$ cat config.mk
export PLATFORM = sky130hd
export DESIGN_NAME = mux_rr_sel_arbiter
export DESIGN_NICKNAME = d
export VERILOG_FILES = /design/src/rtl/mux_arb_pkg.sv /design/src/rtl/mux_rr_sel_arbiter_rr_pick.sv /design/src/rtl/mux_rr_sel_arbiter.sv
export SDC_FILE = /design/constraint.sdc
export NUM_CORES = 1
export LEC_CHECK = 0
export BUFFER_PORTS_ARGS = -buffer_cell sky130_fd_sc_hd__buf_2
export CAP_MARGIN = 10
export CORE_MARGIN = 4
export CORE_UTILIZATION = 40
export DETAILED_ROUTE_END_ITERATION = 12
export GPL_ROUTABILITY_DRIVEN = 0
export PLACE_DENSITY = 0.62
export SYNTH_ARGS = -nofsm -noshare
export SYNTH_HDL_FRONTEND = slang
export SYNTH_SLANG_ARGS = --single-unit
$ cat constraint.sdc
create_clock -name clk -period 2.3 [get_ports clk]
set_input_delay 0.46 -clock clk [delete_from_list [all_inputs] [get_ports clk]]
set_output_delay 0.46 -clock clk [all_outputs]
set_load 0.005 [all_outputs]
$ cat src/rtl/mux_arb_pkg.sv
// Shared sizes and types for the round-robin mux-select arbiter.
package mux_arb_pkg;

  localparam int unsigned NUM_CH = 4;
  localparam int unsigned SEL_W  = 2;

  typedef logic [SEL_W-1:0]  sel_t;
  typedef logic [NUM_CH-1:0] req_t;

  typedef enum logic {
    IDLE  = 1'b0,
    GRANT = 1'b1
  } arb_state_t;

endpackage

$ cat src/rtl/mux_rr_sel_arbiter_rr_pick.sv
// Combinational round-robin pick: the first set request at or after ptr, wrapping mod NUM_CH.
module rr_pick
  import mux_arb_pkg::*;
(
  input  req_t req,
  input  sel_t ptr,
  output logic found,
  output sel_t win
);

  logic [2*NUM_CH-1:0] dbl;
  req_t                rot;
  sel_t                off;

  // Rotate so ptr lands at bit 0, find the lowest set bit, then rotate the index back.
  always_comb begin
    dbl   = {req, req};
    rot   = req_t'(dbl >> ptr);
    found = |rot;
    off   = '0;
    for (int i = NUM_CH - 1; i >= 0; i--) begin
      if (rot[i]) off = sel_t'(i);
    end
    win = sel_t'(off + ptr);
  end

endmodule

$ cat src/rtl/mux_rr_sel_arbiter.sv
// Round-robin arbiter driving the 4-to-1 mux select; each decision is held until valid/ready.
// Optional burst mode (`define MUX_ARB_BURST_EN) adds a 'last' input; only hs & last releases a grant.
module mux_rr_sel_arbiter
  import mux_arb_pkg::*;
(
  input  logic              clk,
  input  logic              rst_n,
  input  logic [NUM_CH-1:0] req,
  input  logic              out_ready,
`ifdef MUX_ARB_BURST_EN
  input  logic              last,
`endif
  output logic [SEL_W-1:0]  sel,
  output logic [NUM_CH-1:0] grant,
  output logic              out_valid
);

  arb_state_t state, state_n;
  sel_t       ptr, ptr_n, sel_n;
  req_t       grant_n;
  logic       valid_n;

  logic       hs;
  logic       done;
  req_t       pick_req;
  sel_t       pick_ptr;
  sel_t       win;
  logic       found;

  assign hs = out_valid & out_ready;

`ifdef MUX_ARB_BURST_EN
  assign done = hs & last;
`else
  assign done = hs;
`endif

  // While granting, the next pick starts after the served channel and ignores its request.
  always_comb begin
    pick_req = req;
    pick_ptr = ptr;
    if (state == GRANT) begin
      pick_req = req & ~grant;
      pick_ptr = sel_t'(sel + 1'b1);
    end
  end

  rr_pick u_pick (
    .req   (pick_req),
    .ptr   (pick_ptr),
    .found (found),
    .win   (win)
  );

  always_comb begin
    state_n = state;
    ptr_n   = ptr;
    sel_n   = sel;
    grant_n = grant;
    valid_n = out_valid;
    case (state)
      IDLE: begin
        if (found) begin
          state_n = GRANT;
          sel_n   = win;
          grant_n = req_t'(1) << win;
          valid_n = 1'b1;
        end
      end
      GRANT: begin
        if (done) begin
          ptr_n = pick_ptr;
          if (found) begin
            sel_n   = win;
            grant_n = req_t'(1) << win;
          end else begin
            state_n = IDLE;
            grant_n = '0;
            valid_n = 1'b0;
          end
        end
      end
      default: begin
        state_n = IDLE;
        grant_n = '0;
        valid_n = 1'b0;
      end
    endcase
  end

  always_ff @(posedge clk or negedge rst_n) begin
    if (!rst_n) begin
      state     <= IDLE;
      ptr       <= '0;
      sel       <= '0;
      grant     <= '0;
      out_valid <= 1'b0;
    end else begin
      state     <= state_n;
      ptr       <= ptr_n;
      sel       <= sel_n;
      grant     <= grant_n;
      out_valid <= valid_n;
    end
  end

endmodule

==> results_dict.tcl <==
set metrics [dict create \
    insertion_delay_ns 0.27 \
    cts_root_buf "clkbuf_4" \
    fin_crit_sh 0.915 \
    grt_pass1_vias 591 \
    cp.arrival_ns 2.32 \
    ios 14 \
    dieHeight_um 49.9 \
    p_clk_frac 0.165 \
    numCtsBuffers 3 \
    power.internal_w 0.000577 \
    syn_to_final_growth_pct 15.7 \
    yosysMostFrequentCell "nand2_1" \
    yosys-top-cells-area "dfrtp_1 (36%), nand2_1 (9.6%), o21ai_0 (4.3%)" \
    seqPwrFrac 0.328 \
    rsz0062_at_grt "no" \
    ys_warn_count 0 \
    hold_path_class "input port to async pin" \
    via_count 652 \
    cap_violations 0 \
    finalWorstSetupSlack_ns 0.196 \
    start_util 0.444 \
    crit_start "state" \
    slew_viol_final 0 \
    synth_seq_cells 10 \
    met2_usage 0.211 \
    cts_resized 0 \
    synth_common_cells "nand2_1 (18), dfrtp_1 (10), nor2_1 (6), o21ai_0 (6), nor3_1 (4)" \
    fin_crit_ns 2.10 \
    htreeDepth 1 \
    place_ws_ns 0.226 \
    outcome "completed" \
    pwr_density_cell_nw_per_um2 1200 \
    yosys.cell_types.count 31 \
    cts_tree "built" \
    yosys.area.top_type "dfrtp_1" \
    final_hold_viol_count 0 \
    cts_sinks 10 \
    synthesis.area_um2 701 \
    async_flop_share 1.00 \
    crit_path_start_kind "register" \
    fin_nets 106 \
    worst_pin_slew_ns 0.480 \
    synth_top_cell_area_share 0.357 \
    diodes 0 \
    r2r_start "state" \
    ant_nets 0 \
    gr-usage-met1 0.165 \
    cts_setup_buffers 0 \
    power.switching_w 0.000399 \
    sw_frac_of_total 0.409 \
    use_met3 0.0633 \
    busiest_layer "met2" \
    regArea_um2 250 \
    clk_pin_slew_ns 0.06 \
    path_max_fanout 13 \
    wire_per_inst_um 13.2 \
    yosys_most_used_dff "dfrtp_1" \
    critical_path_required_ns 2.51 \
    drive_above_1_share 0.296 \
    die_x_um 49.9 \
    grt_max_degree 14 \
    r2r_end "grant[3]" \
    die_area_um2 2490 \
    synth_fp_nets 89 \
    dp_hpwl_mm 1.18 \
    synthCells 82 \
    cts.path.max_buffers 2 \
    synth_edf_count 0 \
    ir_drop_uv 608 \
    holdBufCountCts 0 \
    wirelength_mm 1.50 \
    num_rows 14 \
    multi_input_area_um2 420 \
    ys_seq_area_frac 0.357 \
    combinationalPowerShare 0.507 \
    grt-ovfl-total 0 \
    fillers 166 \
    fmax_ghz 0.475 \
    antenna_found_initial 0 \
    core-area_um2 1580 \
    grt.total_usage 0.136 \
    slew_headroom 0.680 \
    worst-r2r-setup-slack_ns 0.20 \
    skew_ns 0.000802 \
    setup_tns_ns 0 \
    cp-end-kind "register" \
    syn_avg_cell_area_um2 8.54 \
    firstDrtPassIters 4 \
    path_class "register to register" \
    drt-vias-per-instance 5.72 \
    drtIter0Drc 20 \
    finalSetupViolCount 0 \
    drc_errors 0 \
    grt_pass1_wl_mm 2.55 \
    r2r_cells 6 \
    port_buffers 13 \
    leakagePower_nw 0.381 \
]
==> how the worst max path moves through the flow <==
stage	end	slack, ns	depth (start not counted)
CTS	grant[3]	0.22	6
global placement	grant[3]	0.22	6
finish	grant[3]	0.20	6
detailed placement	grant[3]	0.23	6
global route	grant[3]	0.03	6
floorplan	grant[3]	0.53	7
==> power groups by stage <==
stage          Sequential (W)  Combinational (W)  Clock (W)
2_1_floorplan        0.000313           0.000372          0
3_3_place_gp         0.000328           0.000495          0
3_5_place_dp         0.000326           0.000495          0
4_1_cts              0.000323           0.000496   0.000167
5_1_grt              0.000338           0.000549   0.000173
6_report             0.000320           0.000495   0.000161
==> critical path, stage by stage (launching register included) <==
cell and delay, ns:
dfrtp_1 0.57, inv_1 0.19, o21ai_0 0.29, a32oi_1 0.17, or3_4 0.44, o31ai_2 0.22, a221o_1 0.16
==> state kept, by name, indices dropped and copies added, names as in the netlist <==
| register | cells |
|---|---|
| grant | 4 |
| out_valid | 1 |
| ptr | 2 |
| sel | 2 |
| state | 1 |
==> per-stage QoR <==
stage / instances / hold slack (ns) / util / total power, W / area [µm²]
after floorplan: 82 / 0.164 / - / 0.000686 / 701
after global placement: 110 / 0.336 / 0.491 / 0.000823 / 774
after detailed placement: 110 / 0.338 / 0.491 / 0.000821 / 774
after CTS: 114 / 0.0405 / 0.514 / 0.000986 / 811
after global routing: 114 / 0.0400 / 0.514 / 0.00106 / 811
final: 114 / 0.0431 / 0.514 / 0.000975 / 811
==> layout make-up <==
| cell class | count | share of cell area |
|---|---|---|
| clock buffers | 4 | 0.0448 |
| inverters | 3 | 0.0139 |
| multi-input cells | 67 | 0.519 |
| flip-flops and latches | 10 | 0.309 |
| well taps | 16 | 0.0247 |
| repair buffers | 14 | 0.0895 |
==> routing by layer <==
| metal | share of wire | vias to the layer above |
|---|---|---|
| met3 | 0.064 | 3 |
| li1 | - | 337 |
| met2 | 0.46 | 12 |
| met1 | 0.47 | 300 |
| met4 | 0.0086 | 0 |
| met5 | 0 | - |
==> layout by cell type, fill, tap and decap left out, drive strengths merged, types with 2 or more instances in the layout <==
master  Yosys  final
nand3       3      3
a221o       2      2
a21bo       2      2
dfrtp      10     10
o21ai       6      6
o211ai      2      2
buf         2     14
nor2        6      6
o31ai       3      3
inv         3      3
a21oi       3      3
nor3        5      5
nand2      18     18
a21boi      2      2
clkbuf      0      4
nand2b      3      3
==> logic make-up after synthesis <==
kind of cell	synth area share
compound gates	0.304
mux	0.0143
buf+inv	0.0429
xor+xnor	0.0125
simple gates	0.270
flops	0.357
Note: power is estimated with default switching activity, not from simulation.
